File: src/rtl/seg_scan_ctrl_pkg.sv
// -----------------------------------------------------------------------------
// seg_scan_ctrl_pkg
//   Shared definitions for the multiplexed seven-segment scan controller.
//   - scan_state_t : scan FSM states (IDLE, LIT, GAP)
//   - SEG_TABLE    : hex nibble -> active-high segment pattern, bit6=a .. bit0=g
// -----------------------------------------------------------------------------
package seg_scan_ctrl_pkg;

    typedef enum logic [1:0] {
        IDLE = 2'd0,
        LIT  = 2'd1,
        GAP  = 2'd2
    } scan_state_t;

    localparam logic [6:0] SEG_TABLE [16] = '{
        7'h7E, 7'h30, 7'h6D, 7'h79,
        7'h33, 7'h5B, 7'h5F, 7'h70,
        7'h7F, 7'h7B, 7'h77, 7'h1F,
        7'h4E, 7'h3D, 7'h4F, 7'h47
    };

endpackage

File: src/rtl/seg_scan_ctrl_decode.sv
// -----------------------------------------------------------------------------
// seg_hex_decode
//   Combinational hex-nibble to seven-segment decoder.
//   Ports:
//     hex : in  [3:0]  nibble to display
//     seg : out [6:0]  active-high segments, bit6=a .. bit0=g
// -----------------------------------------------------------------------------
module seg_hex_decode
    import seg_scan_ctrl_pkg::*;
(
    input  logic [3:0] hex,
    output logic [6:0] seg
);

    assign seg = SEG_TABLE[hex];

endmodule

File: src/rtl/seg_scan_ctrl.sv
// -----------------------------------------------------------------------------
// seg_scan_ctrl
//   Time-multiplexed scan controller for an N_DIG-digit seven-segment display.
//   Each digit is lit for DIV cycles, followed by DEAD all-off cycles (skipped
//   when DEAD=0). New display values arrive through a valid/ready handshake
//   and are only applied at a frame start, so a frame never mixes values.
//
//   Handshake: a transfer happens on any rising edge where wr_valid and
//   wr_ready are both 1. wr_valid may be held or dropped freely; wr_ready is
//   low while a value waits in the pending register and returns high the
//   cycle after that value is copied to the active register.
//
//   Ports:
//     clk      : in   clock, rising edge
//     reset    : in   synchronous, active-high
//     en       : in   display enable (0 forces IDLE on the next edge)
//     blank_lz : in   leading-zero blanking enable
//     wr_valid : in   new display value offered
//     wr_ready : out  value can be accepted
//     wr_data  : in   [4*N_DIG-1:0] hex digits, digit 0 in bits [3:0]
//     an       : out  [N_DIG-1:0] active-low digit selects (registered)
//     seg      : out  [6:0] active-high segments (registered)
// -----------------------------------------------------------------------------
module seg_scan_ctrl
    import seg_scan_ctrl_pkg::*;
#(
    parameter int N_DIG = 4,
    parameter int DIV   = 50000,
    parameter int DEAD  = 16
) (
    input  logic               clk,
    input  logic               reset,
    input  logic               en,
    input  logic               blank_lz,
    input  logic               wr_valid,
    output logic               wr_ready,
    input  logic [4*N_DIG-1:0] wr_data,
    output logic [N_DIG-1:0]   an,
    output logic [6:0]         seg
);

    localparam int CMAX      = (DIV > DEAD) ? DIV : DEAD;
    localparam int CW        = (CMAX > 1) ? $clog2(CMAX) : 1;
    localparam int DW        = (N_DIG > 1) ? $clog2(N_DIG) : 1;
    localparam int DIV_LAST  = (DIV > 0) ? DIV - 1 : 0;
    localparam int DEAD_LAST = (DEAD > 0) ? DEAD - 1 : 0;

    scan_state_t        state, nxt_state;
    logic [DW-1:0]      digit, nxt_digit, digit_inc;
    logic [CW-1:0]      cnt, nxt_cnt;
    logic [4*N_DIG-1:0] active, pending, nxt_active;
    logic               pend_valid;
    logic               frame_start, copy;
    logic [3:0]         nib;
    logic [DW-1:0]      hi_nz;
    logic               blank;
    logic [6:0]         dec_seg;
    logic [N_DIG-1:0]   nxt_an;
    logic [6:0]         nxt_seg;

    assign wr_ready  = !pend_valid;
    assign digit_inc = (digit == DW'(N_DIG - 1)) ? '0 : digit + 1'b1;

    // Next-state logic
    always_comb begin
        nxt_state = state;
        nxt_digit = digit;
        nxt_cnt   = cnt;
        case (state)
            IDLE: begin
                nxt_state = LIT;
                nxt_digit = '0;
                nxt_cnt   = '0;
            end
            LIT: begin
                if (cnt == CW'(DIV_LAST)) begin
                    nxt_cnt = '0;
                    if (DEAD == 0) begin
                        nxt_digit = digit_inc;
                    end else begin
                        nxt_state = GAP;
                    end
                end else begin
                    nxt_cnt = cnt + 1'b1;
                end
            end
            GAP: begin
                if (cnt == CW'(DEAD_LAST)) begin
                    nxt_state = LIT;
                    nxt_digit = digit_inc;
                    nxt_cnt   = '0;
                end else begin
                    nxt_cnt = cnt + 1'b1;
                end
            end
            default: begin
                nxt_state = IDLE;
                nxt_digit = '0;
                nxt_cnt   = '0;
            end
        endcase
        // Disable wins over everything; re-enable always restarts at digit 0.
        if (!en) begin
            nxt_state = IDLE;
            nxt_digit = '0;
            nxt_cnt   = '0;
        end
    end

    // A frame starts on any edge that lands in LIT for digit 0 from somewhere
    // other than the middle of that same slot (covers DEAD=0, N_DIG=1 wrap).
    assign frame_start = (nxt_state == LIT) && (nxt_digit == '0) &&
                         ((state != LIT) || (cnt == CW'(DIV_LAST)));
    assign copy        = pend_valid && ((state == IDLE) || frame_start);
    assign nxt_active  = copy ? pending : active;

    // Outputs are registered, so decode from the value and digit that will be
    // current after this edge.
    always_comb begin
        nib   = 4'h0;
        hi_nz = '0;
        for (int i = 0; i < N_DIG; i++) begin
            if (nxt_digit == DW'(i)) nib = nxt_active[i*4 +: 4];
            if (nxt_active[i*4 +: 4] != 4'h0) hi_nz = DW'(i);
        end
    end

    // Digit 0 is never above hi_nz, so it is never blanked.
    assign blank = blank_lz && (nxt_digit > hi_nz);

    seg_hex_decode u_decode (
        .hex (nib),
        .seg (dec_seg)
    );

    always_comb begin
        nxt_an  = '1;
        nxt_seg = '0;
        if (nxt_state == LIT && !blank) begin
            for (int i = 0; i < N_DIG; i++) begin
                if (nxt_digit == DW'(i)) nxt_an[i] = 1'b0;
            end
            nxt_seg = dec_seg;
        end
    end

    always_ff @(posedge clk) begin
        if (reset) begin
            state      <= IDLE;
            digit      <= '0;
            cnt        <= '0;
            active     <= '0;
            pending    <= '0;
            pend_valid <= 1'b0;
            an         <= '1;
            seg        <= '0;
        end else begin
            state  <= nxt_state;
            digit  <= nxt_digit;
            cnt    <= nxt_cnt;
            an     <= nxt_an;
            seg    <= nxt_seg;
            active <= nxt_active;
            // copy needs pend_valid=1 and capture needs pend_valid=0, so the
            // two never collide on one edge.
            if (copy) begin
                pend_valid <= 1'b0;
            end else if (wr_valid && !pend_valid) begin
                pending    <= wr_data;
                pend_valid <= 1'b1;
            end
        end
    end

endmodule

File: config.mk
export PLATFORM = sky130hd
export DESIGN_NAME = seg_scan_ctrl
export DESIGN_NICKNAME = d
export VERILOG_FILES = /design/src/rtl/seg_scan_ctrl_pkg.sv /design/src/rtl/seg_scan_ctrl_decode.sv /design/src/rtl/seg_scan_ctrl.sv
export SDC_FILE = /design/constraint.sdc
export NUM_CORES = 1
export LEC_CHECK = 0
export CAP_MARGIN = 20
export CORE_ASPECT_RATIO = 1.2
export CORE_UTILIZATION = 35
export CTS_BUF_LIST = sky130_fd_sc_hd__clkbuf_16
export CTS_CLUSTER_DIAMETER = 40
export CTS_CLUSTER_SIZE = 30
export DETAILED_ROUTE_END_ITERATION = 8
export MAX_ROUTING_LAYER = met4
export PLACE_DENSITY = 0.54
export SYNTH_ARGS = -nofsm -noshare
export SYNTH_HDL_FRONTEND = slang
export SYNTH_SLANG_ARGS = --single-unit
File: constraint.sdc
create_clock -name clk -period 4.81 [get_ports clk]
set_input_delay 0.962 -clock clk [delete_from_list [all_inputs] [get_ports clk]]
set_output_delay 0.962 -clock clk [all_outputs]
set_load 0.005 [all_outputs]
==> results.py <==
metrics = {
    "run_status": {
        "outcome": "finished, final reports clean",
    },
    "timing": {
        "finalHoldViolations": 0,
        "finalSetupTns_ns": 0,
        "rsz0062_at_grt": "false",
        "finClkSkew_ns": 0.00748,
        "slew_violations": 0,
        "fmax_mhz": 239,
        "fin_crit_sh": 0.870,
        "setup_ws_ns": 0.626,
        "tightest_slew_ns": 0.613,
        "setup_viol": 0,
        "whs_ns": 0.445,
        "finalCriticalPeriod_ns": 4.18,
        "maxSlewHeadroom": 0.588,
    },
    "synthesis": {
        "synth_top_cell_area_share": 0.403,
        "synth-edff-count": 0,
        "synth_area_leaders": "dfxtp_1, nand2_1, ha_1",
        "syn_area_sq_um": 3180,
        "synth_top_family_by_area": "simple AND/OR/NAND/NOR gates",
        "synthCells": 374,
        "synth-seq-cells": 64,
        "syn_avg_cell_area_sq_um": 8.50,
        "synth.area.mux_share": 0.0224,
        "synth_seq_area_share": 0.403,
        "synth-compound-area-share": 0.186,
        "synth_flop_cell": "dfxtp_1",
        "ys_types": 64,
        "async_flop_share": 0,
        "yosys.area_share.adder": 0.0590,
        "synth_most_common_cell": "dfxtp_1",
        "synth-xor-area-share": 0.0386,
        "synth-simple-area-share": 0.257,
        "ys.warnings.count": 0,
        "synth_common_cells": "dfxtp_1, nand2_1, a21oi_1, nor2_1, nand3_1",
        "synth_largest_area_cell": "dfxtp_1",
        "syn-num-nets": 410,
    },
    "global_route": {
        "grt_pass1_wl_mm": 12.8,
        "grt-ovfl-total": 0,
        "antenna_found_initial": 0,
        "grt_pass1_vias": 2646,
        "grt_max_degree": 39,
        "grt_use_total": 0.185,
    },
    "routing": {
        "via_per_inst": 5.21,
        "wirelength_mm": 7.62,
        "wl_per_cell_microns": 14.4,
        "drt_iter0_drc": 169,
        "drc": 0,
        "vias": 2759,
        "dr.pass1.iters": 4,
        "ant_nets": 0,
    },
    "die": {
        "dieArea_sq_um": 9470,
        "core-area_sq_um": 8700,
        "die_w_microns": 89.0,
        "num_rows": 37,
        "die_h_microns": 106,
        "initial_core_util": 0.365,
        "pin_count": 33,
    },
    "worst_setup_path": {
        "cp_common_cell": "nand2_1",
        "crit_fanout": 6,
        "crit_family": "simple AND/OR/NAND/NOR gates",
        "cp-end-kind": "flop",
        "crit_cells": 15,
        "r2r_cells": 16,
        "criticalPathCategory": "primary input to flop",
        "r2r_slack_ns": 0.98,
        "critPathLaunch": "en",
        "path_cells": "clkdlybuf4s50_1 > nand2_1 > o21bai_1 > o31a_1 > a41o_1 > nand2_1 > mux2i_1 > o21ai_0 > nor2_1 > ha_1 > nor2b_1 > o211ai_1 > nand3_1 > or4_1 > o311ai_1",
        "crit_required_ns": 5.05,
        "crit_end": "seg[6]",
        "r2r-start": "state[1]",
        "start_kind": "primary input",
        "arrival_ns": 4.43,
        "worstReg2RegEnd": "seg[6]",
        "max_stage_delay_ns": 0.49,
        "path_buf_inv": 1,
        "cp_slowest_cell": "clkdlybuf4s50_1",
    },
    "cts": {
        "cts_resized": 0,
        "post_cts_buffers": 0,
        "cts_tree": "yes",
        "cts_inserted_buffers": 9,
        "cts_max_level": 3,
        "cts_root_buffer": "clkbuf_16",
        "clk_latency_ns": 0.33,
        "clockBufferDepth": 2,
        "hold_buffers": 0,
        "clk_pin_slew_worst_paths_ns": 0.05,
        "cts_num_sinks": 64,
    },
    "placed_design": {
        "place.gp.congestion": 0.912,
        "hpwl_mm": 5.71,
        "port_buffers": 32,
        "dp.cells": 514,
        "post_dp_cell_area_sq_um": 3620,
        "dp_slack_ns": 0.297,
    },
    "power_and_ir_drop": {
        "power.density_cell_area_nw_per_um2": 345,
        "p_total_mw": 1.36,
        "vdd_drop_max_uv": 198,
        "leakage_nw": 1.45,
    },
    "cells_and_area": {
        "syn_to_final_growth_pct": 23.6,
        "stdcell_area_sq_um": 3930,
        "nets": 445,
        "utilization": 0.452,
        "fill_cells": 914,
        "drive_gt1_frac": 0.0920,
        "final_cells": 530,
        "n_antenna_cell": 0,
    },
    "min_path": {
        "hold_class": "flop to flop",
    },
    "job": {
        "drv_cap": 0,
    },
}
[power breakdown]
group	switching (mW)	internal [mW]	total, mW
combinational	0.0705	0.0629	0.133
clock	0.220	0.443	0.663
sequential	0.0114	0.549	0.561
[worst min-delay path by stage]
| stage | startpoint | to | slack (ns) | cells past startpoint |
|---|---|---|---|---|
| 6_report | cnt[0] | cnt[0] | 0.45 | 1 |
| 2_1_floorplan | cnt[0] | cnt[0] | 0.41 | 1 |
| 4_1_cts | cnt[0] | cnt[0] | 0.45 | 1 |
| 3_5_place_dp | cnt[0] | cnt[0] | 0.44 | 1 |
| 3_3_place_gp | cnt[0] | cnt[0] | 0.43 | 1 |
| 5_1_grt | cnt[0] | cnt[0] | 0.48 | 1 |
[cell usage in the layout (no fill, tap or decap), drive strengths merged, types with 4 or more instances in the layout]
master         count
clkbuf             9
buf                7
nor2              35
nand3             22
clkinv             4
a21oi             40
nor4               5
xnor2              8
mux2i              6
nor3               5
and2               4
inv                9
a211oi             6
nand4              4
and4               4
nand2             61
and3               6
or4                4
o21ai             13
clkdlybuf4s50     32
ha                15
dfxtp             64
xor2               6
[final cells by class]
| cell class | count | area (sq um) | share of cell area |
|---|---|---|---|
| tap | 117 | 146 | 0.0372 |
| timing repair buffer | 39 | 373 | 0.0948 |
| clock inverter | 6 | 76.3 | 0.0194 |
| clock buffer | 9 | 225 | 0.0573 |
| sequential | 64 | 1280 | 0.326 |
| inverter | 9 | 38.8 | 0.00987 |
| multi-input combinational | 286 | 1790 | 0.455 |
[kinds of logic after synthesis]
kind of cell               count (synthesis)
xor gates and xnor gates                  14
buffers and inverters                     24
and+or+nand+nor                          162
DFF                                       64
adders and majority gates                 15
muxes                                      7
AOI/OAI and AO/OA                         88
[metal layers]
metal,vias up,GRT usage,routed length (microns)
met5,-,-,0
met4,0,0.0975,221
met1,1277,0.231,3650
met3,19,0.0443,250
met2,53,0.273,3490
li1,1410,-,-
[state kept, by name, summed over array words and instances (netlist names)]
register    flops
active         16
an              4
cnt            16
digit           2
state           2
pending        16
pend_valid      1
seg             7
(Power assumes the default switching activity.)
